==> src/rtl/display_clk_pkg.sv <==
// Shared types and default timing for the display clock generator and its supervisor.
package display_clk_pkg;

  typedef enum logic [2:0] {
    RESET     = 3'd0,
    WAIT_LOCK = 3'd1,
    SETTLE    = 3'd2,
    READY     = 3'd3,
    FAULT     = 3'd4
  } clk_sup_state_t;

  localparam int unsigned DEF_RST_CYCLES    = 16;
  localparam int unsigned DEF_LOCK_TIMEOUT  = 1_000_000;
  localparam int unsigned DEF_STABLE_CYCLES = 1024;
  localparam int unsigned DEF_MAX_RETRIES   = 4;
  localparam int unsigned DEF_CNT_W         = 8;

  function automatic int unsigned max3(input int unsigned a, input int unsigned b,
                                       input int unsigned c);
    int unsigned m;
    m = (a > b) ? a : b;
    return (m > c) ? m : c;
  endfunction

endpackage

==> src/rtl/sync_2ff.sv <==
// Generic two-flop single-bit synchronizer with asynchronous active-low reset.
module sync_2ff (
  input  logic i_clk,
  input  logic i_rst_n,
  input  logic i_d,
  output logic o_q
);

  logic r_meta;
  logic r_sync;

  always_ff @(posedge i_clk or negedge i_rst_n) begin
    if (!i_rst_n) begin
      r_meta <= 1'b0;
      r_sync <= 1'b0;
    end else begin
      r_meta <= i_d;
      r_sync <= r_meta;
    end
  end

  assign o_q = r_sync;

endmodule

==> src/rtl/display_clock_supervisor.sv <==
// Sequences the display MMCM reset, qualifies LOCKED over time, retries on timeout or
// lock loss and latches a fault once the retry budget is spent.
module display_clock_supervisor
  import display_clk_pkg::*;
#(
  parameter int unsigned RST_CYCLES    = DEF_RST_CYCLES,
  parameter int unsigned LOCK_TIMEOUT  = DEF_LOCK_TIMEOUT,
  parameter int unsigned STABLE_CYCLES = DEF_STABLE_CYCLES,
  parameter int unsigned MAX_RETRIES   = DEF_MAX_RETRIES,
  parameter int unsigned CNT_W         = DEF_CNT_W
) (
  input  logic             i_clk,
  input  logic             i_rst_n,
  input  logic             i_locked,
  input  logic             i_retry,
  output logic             o_mmcm_rst,
  output logic             o_clk_ok,
  output logic             o_fault,
  output logic [2:0]       o_state,
  output logic [CNT_W-1:0] o_loss_count
);

  localparam int unsigned CNT_MAX = max3(RST_CYCLES, LOCK_TIMEOUT, STABLE_CYCLES);
  localparam int unsigned TMR_W   = (CNT_MAX > 1) ? $clog2(CNT_MAX) : 1;
  localparam int unsigned RC_W    = $clog2(MAX_RETRIES + 2);

  localparam logic [TMR_W-1:0] RST_LAST     = TMR_W'(RST_CYCLES - 1);
  localparam logic [TMR_W-1:0] TIMEOUT_LAST = TMR_W'(LOCK_TIMEOUT - 1);
  // The lock sample that moves WAIT_LOCK into SETTLE is the first of the stable run,
  // so SETTLE itself only needs STABLE_CYCLES-1 further locked cycles.
  localparam logic [TMR_W-1:0] SETTLE_LAST  =
    TMR_W'((STABLE_CYCLES > 1) ? STABLE_CYCLES - 2 : 0);
  localparam logic [RC_W-1:0]  RC_LIMIT     = RC_W'(MAX_RETRIES);

  clk_sup_state_t   r_state;
  logic [TMR_W-1:0] r_cnt;
  logic [RC_W-1:0]  r_retry_cnt;
  logic             r_mmcm_rst;
  logic             r_clk_ok;
  logic             r_fault;
  logic [CNT_W-1:0] r_loss_cnt;

  logic             w_lock_s;
  logic             w_fail;
  logic [RC_W-1:0]  w_rc_next;
  clk_sup_state_t   w_fail_state;

  sync_2ff u_lock_sync (
    .i_clk   (i_clk),
    .i_rst_n (i_rst_n),
    .i_d     (i_locked),
    .o_q     (w_lock_s)
  );

  always_comb begin
    w_rc_next    = r_retry_cnt + 1'b1;
    w_fail_state = (w_rc_next > RC_LIMIT) ? FAULT : RESET;
    w_fail       = 1'b0;
    case (r_state)
      WAIT_LOCK:     w_fail = !w_lock_s && (r_cnt == TIMEOUT_LAST);
      SETTLE, READY: w_fail = !w_lock_s;
      default:       w_fail = 1'b0;
    endcase
  end

  always_ff @(posedge i_clk or negedge i_rst_n) begin
    if (!i_rst_n) begin
      r_state     <= RESET;
      r_cnt       <= '0;
      r_retry_cnt <= '0;
      r_mmcm_rst  <= 1'b1;
      r_clk_ok    <= 1'b0;
      r_fault     <= 1'b0;
      r_loss_cnt  <= '0;
    end else if (i_retry) begin
      // Operator retry overrides any same-cycle failure, which is then not counted.
      r_state     <= RESET;
      r_cnt       <= '0;
      r_retry_cnt <= '0;
      r_mmcm_rst  <= 1'b1;
      r_clk_ok    <= 1'b0;
      r_fault     <= 1'b0;
    end else if (w_fail) begin
      r_state     <= w_fail_state;
      r_cnt       <= '0;
      r_retry_cnt <= w_rc_next;
      r_mmcm_rst  <= 1'b1;
      r_clk_ok    <= 1'b0;
      r_fault     <= (w_fail_state == FAULT);
      if (r_state == READY && r_loss_cnt != '1) begin
        r_loss_cnt <= r_loss_cnt + 1'b1;
      end
    end else begin
      case (r_state)
        RESET: begin
          if (r_cnt == RST_LAST) begin
            r_state    <= WAIT_LOCK;
            r_cnt      <= '0;
            r_mmcm_rst <= 1'b0;
          end else begin
            r_cnt <= r_cnt + 1'b1;
          end
        end
        WAIT_LOCK: begin
          if (w_lock_s) begin
            r_state <= SETTLE;
            r_cnt   <= '0;
          end else begin
            r_cnt <= r_cnt + 1'b1;
          end
        end
        SETTLE: begin
          if (r_cnt == SETTLE_LAST) begin
            r_state     <= READY;
            r_cnt       <= '0;
            r_retry_cnt <= '0;
            r_clk_ok    <= 1'b1;
          end else begin
            r_cnt <= r_cnt + 1'b1;
          end
        end
        READY: begin
          r_clk_ok <= 1'b1;
        end
        FAULT: begin
          r_mmcm_rst <= 1'b1;
          r_fault    <= 1'b1;
        end
        default: begin
          r_state    <= RESET;
          r_cnt      <= '0;
          r_mmcm_rst <= 1'b1;
          r_clk_ok   <= 1'b0;
        end
      endcase
    end
  end

  assign o_mmcm_rst   = r_mmcm_rst;
  assign o_clk_ok     = r_clk_ok;
  assign o_fault      = r_fault;
  assign o_state      = r_state;
  assign o_loss_count = r_loss_cnt;

endmodule
==> config.mk <==
export PLATFORM = sky130hd
export DESIGN_NAME = display_clock_supervisor
export DESIGN_NICKNAME = d
export VERILOG_FILES = /design/src/rtl/display_clk_pkg.sv /design/src/rtl/sync_2ff.sv /design/src/rtl/display_clock_supervisor.sv
export SDC_FILE = /design/constraint.sdc
export NUM_CORES = 1
export LEC_CHECK = 0
export CAP_MARGIN = 20
export CORE_MARGIN = 4
export CORE_UTILIZATION = 52
export CTS_BUF_LIST = sky130_fd_sc_hd__clkbuf_16
export CTS_CLUSTER_DIAMETER = 120
export CTS_CLUSTER_SIZE = 24
export DETAILED_ROUTE_END_ITERATION = 6
export PLACE_DENSITY = 0.75
export SLEW_MARGIN = 20
export SYNTH_ARGS = -nofsm -noshare
export SYNTH_HDL_FRONTEND = slang
export SYNTH_SLANG_ARGS = --single-unit
==> constraint.sdc <==
create_clock -name i_clk -period 2 [get_ports i_clk]
set_input_delay 0.2 -clock i_clk [delete_from_list [all_inputs] [get_ports i_clk]]
set_output_delay 0.2 -clock i_clk [all_outputs]
set_load 0.1 [all_outputs]
==> flow_summary_export.csv <==
group,metric,value,unit
logic_synthesis,ys_seq_elements,39,
pwr,switching_share,0.364,
finish,mostFrequentLayoutCells,"78 x buf_4, 32 x dfrtp_1, 26 x nor2_1",
pwr,p_leak,1.50,nW
global_route,grt_pass1_vias,2240,
clocking,cts.sinks,39,
finish,nets,328,
global_route,grt_usage,0.275,
worst_setup_path,critical_path_class,"reg2reg",
timing,tightest_slew,0.417,ns
pwr,clock_power_share,0.299,
timing,fin_ws,-0.184,ns
die,fp.dieW,73,um
drt,first_pass_iters,5,
pwr,switching_power,1.26,mW
worst_setup_path,cp-end-kind,"flop",
logic_synthesis,ys_types,51,
global_route,grt_first_pass_wirelength,11100,um
timing,rsz0062_at_grt,"true",
run_status,violations,"negative setup slack",
worst_setup_path,worstPathRequired,2.21,ns
finish,layout_commonest_cell,"buf_4",
pwr,seq_power_share,0.271,
timing,setup-violations-final,21,
run_status,outcome,"finished with violations",
clocking,clk_path_buf_depth,2,
clocking,htree_levels,2,
global_route,antenna_found_initial,0,
timing,finClkSkew,0.00433,ns
die,dieArea,5330,um^2
logic_synthesis,yosysWarnings,0,
drt,wirelength,6790,um
pwr,p_int,2.21,mW
clocking,clk_pin_slew,0.06,ns
clocking,insertion_delay,0.29,ns
logic_synthesis,synth_cells,229,
logic_synthesis,synth.largest_area_cell,"dfrtp_1",
placement,gp_congestion,0.843,
placement,io_buffers,17,
finish,final_cell_area,3320,um^2
timing,holdWs,0.353,ns
pwr,power_density,1050,nW/um^2
logic_synthesis,synthArstFlopShare,1.00,
drt,ant_nets,0,
pwr,ir_drop,0.000765,V
global_route,overflow,0,
worst_setup_path,worstSetupStartpointType,"flop",
logic_synthesis,synth_top_area_frac,0.433,
pwr,finalPower,3.48,mW
global_route,grt_start_max_net_pins,22,
drt,dr_total_vias,2227,
placement,post-dp-hpwl,3920,um
finish,diodes,0,
placement,pre_cts_ws,-0.196,ns
die,start_util,0.541,
timing,max_freq,0.458,GHz
timing,fin_crit,2.18,ns
logic_synthesis,ys.flop_type,"dfrtp_1",
logic_synthesis,synth.avg_cell_area,9.59,um^2
die,die_h,73,um
logic_synthesis,synth_area,2200,um^2
finish,drive_above_1_share,0.447,
pwr,power_frac_comb,0.430,
logic_synthesis,synth-seq-area-share,0.445,
finish,syn2layout_area_growth,51.3,%
logic_synthesis,synth-edff-count,0,
logic_synthesis,synth.net_count,238,
timing,hold_violations,0,
finish,post-route-util,0.819,
timing,finalCritPeriodShare,1.09,
job,maxCapViolCount,0,
clocking,cts-root-buf,"clkbuf_16",
worst_setup_path,critical_path_arrival,2.39,ns
drt,drt-wirelength-per-cell,18.3,um
drt,viasPerCell,6.02,
logic_synthesis,synth_top_cells_by_area,"dfrtp_1 43%, nor2_1 5.0%, nand2_1 4.1%, xnor2_1 3.6%, nand3_1 3.0%",
timing,relSlewSlack,0.722,
worst_setup_path,critPathMaxFanout,7,
drt,drt_iter0_drc,274,
timing,maxSlewViolCount,0,
min_path,hp-class,"in2reg",
clocking,cts_tree,"built",
die,row_count,23,
placement,place_area,2780,um^2
drt,drc,0,
die,core_area,4060,um^2
die,boundaryPins,18,
clocking,cts_inserted_buffers,5,
[worst max-delay path, stage by stage (launching register included)]
cell,delay [ns]
dfrtp_1,0.38
or4_4,0.61
nor2_4,0.16
a311o_1,0.27
buf_4,0.15
a31o_4,0.23
buf_6,0.16
o211ai_1,0.08
o21ai_1,0.08
[per-stage QoR]
step / cells / setup TNS, ns
2_1_floorplan: 229 / -4.58
3_3_place_gp: 339 / -1.76
3_5_place_dp: 339 / -2.64
4_1_cts: 365 / -1.41
5_1_grt: 370 / -3.98
6_report: 370 / -2.48
[area by class of cell]
type / count / area, um^2
clock buffers: 5 / 125
clock inverters: 3 / 67.6
fillers: 217 / 734
inverters: 7 / 26.3
multi-input cells: 176 / 1320
flip-flops and latches: 39 / 992
well taps: 50 / 62.6
repair buffers: 90 / 728
[power groups by stage]
stage,sequential [mW],combinational [mW],clock (mW)
final,0.942,1.49,1.04
after global routing,0.952,1.58,1.07
after CTS,0.936,1.43,1.04
after detailed placement,0.942,1.10,0
after global placement,0.937,1.07,0
after floorplan,1.23,0.479,0
[registers in the layout, indices dropped and copies added (netlist names)]
name / cells
o_fault: 1
r_retry_cnt: 3
o_clk_ok: 1
u_lock_sync.r_meta: 1
r_cnt: 20
o_state: 3
o_loss_count: 8
u_lock_sync.o_q: 1
o_mmcm_rst: 1
[final timing paths]
path	to	slack, ns	depth (start not counted)	from
max	o_state[0]$_DFFE_PN0P_	-0.18	8	r_cnt[13]$_DFFE_PN0P_
min in group asynchronous	r_cnt[17]$_DFFE_PN0P_	0.38	2	i_rst_n
max in group asynchronous	o_mmcm_rst$_DFFE_PN1P_	0.99	3	i_rst_n
min reg2reg	u_lock_sync.o_q$_DFF_PN0_	0.36	0	u_lock_sync.r_meta$_DFF_PN0_
min	u_lock_sync.r_meta$_DFF_PN0_	0.35	1	i_locked
max reg2reg	o_state[0]$_DFFE_PN0P_	-0.18	8	r_cnt[13]$_DFFE_PN0P_
[synthesized netlist by cell type, types with 3 or more instances]
cell and instances:
nand3_1 13, a21o_1 7, or3_1 3, a21oi_1 8, nand2_1 24, a22o_1 7, or2_2 5, buf_2 4
o21ai_1 9, dfrtp_1 38, nand4_1 6, o21ai_0 3, nor2_1 29, ha_1 5, mux2i_1 3, inv_1 7
clkbuf_1 3, xor2_1 5, nor3_1 5, xnor2_1 9
[repair_timing]
| action | CTS | global route |
|---|---|---|
| pin swaps | 13 | 11 |
| buffers inserted | 15 | 5 |
| cloned | 2 | 0 |
| hold buffers | 1 | 0 |
| gates resized for setup | 29 | 6 |
| hold endpoints to repair | 16 | 0 |
| setup endpoints to repair | 23 | 31 |
[metal layers]
| layer | up-vias | track usage | wire length (um) |
|---|---|---|---|
| met5 | - | 0 | 0 |
| met4 | 0 | 0.117 | 110 |
| met3 | 10 | 0.0468 | 425 |
| met2 | 109 | 0.442 | 3370 |
| met1 | 1102 | 0.364 | 2880 |
| li1 | 1006 | - | - |
[cell families after synthesis]
group,count (synthesis),share of synthesized area
fa+ha+maj,5,0.0285
simple gates,104,0.256
xor+xnor,14,0.0558
compound gates,47,0.160
buf+inv,16,0.0364
mux,4,0.0188
flops,39,0.445
Power figures use the tool's default switching activity.
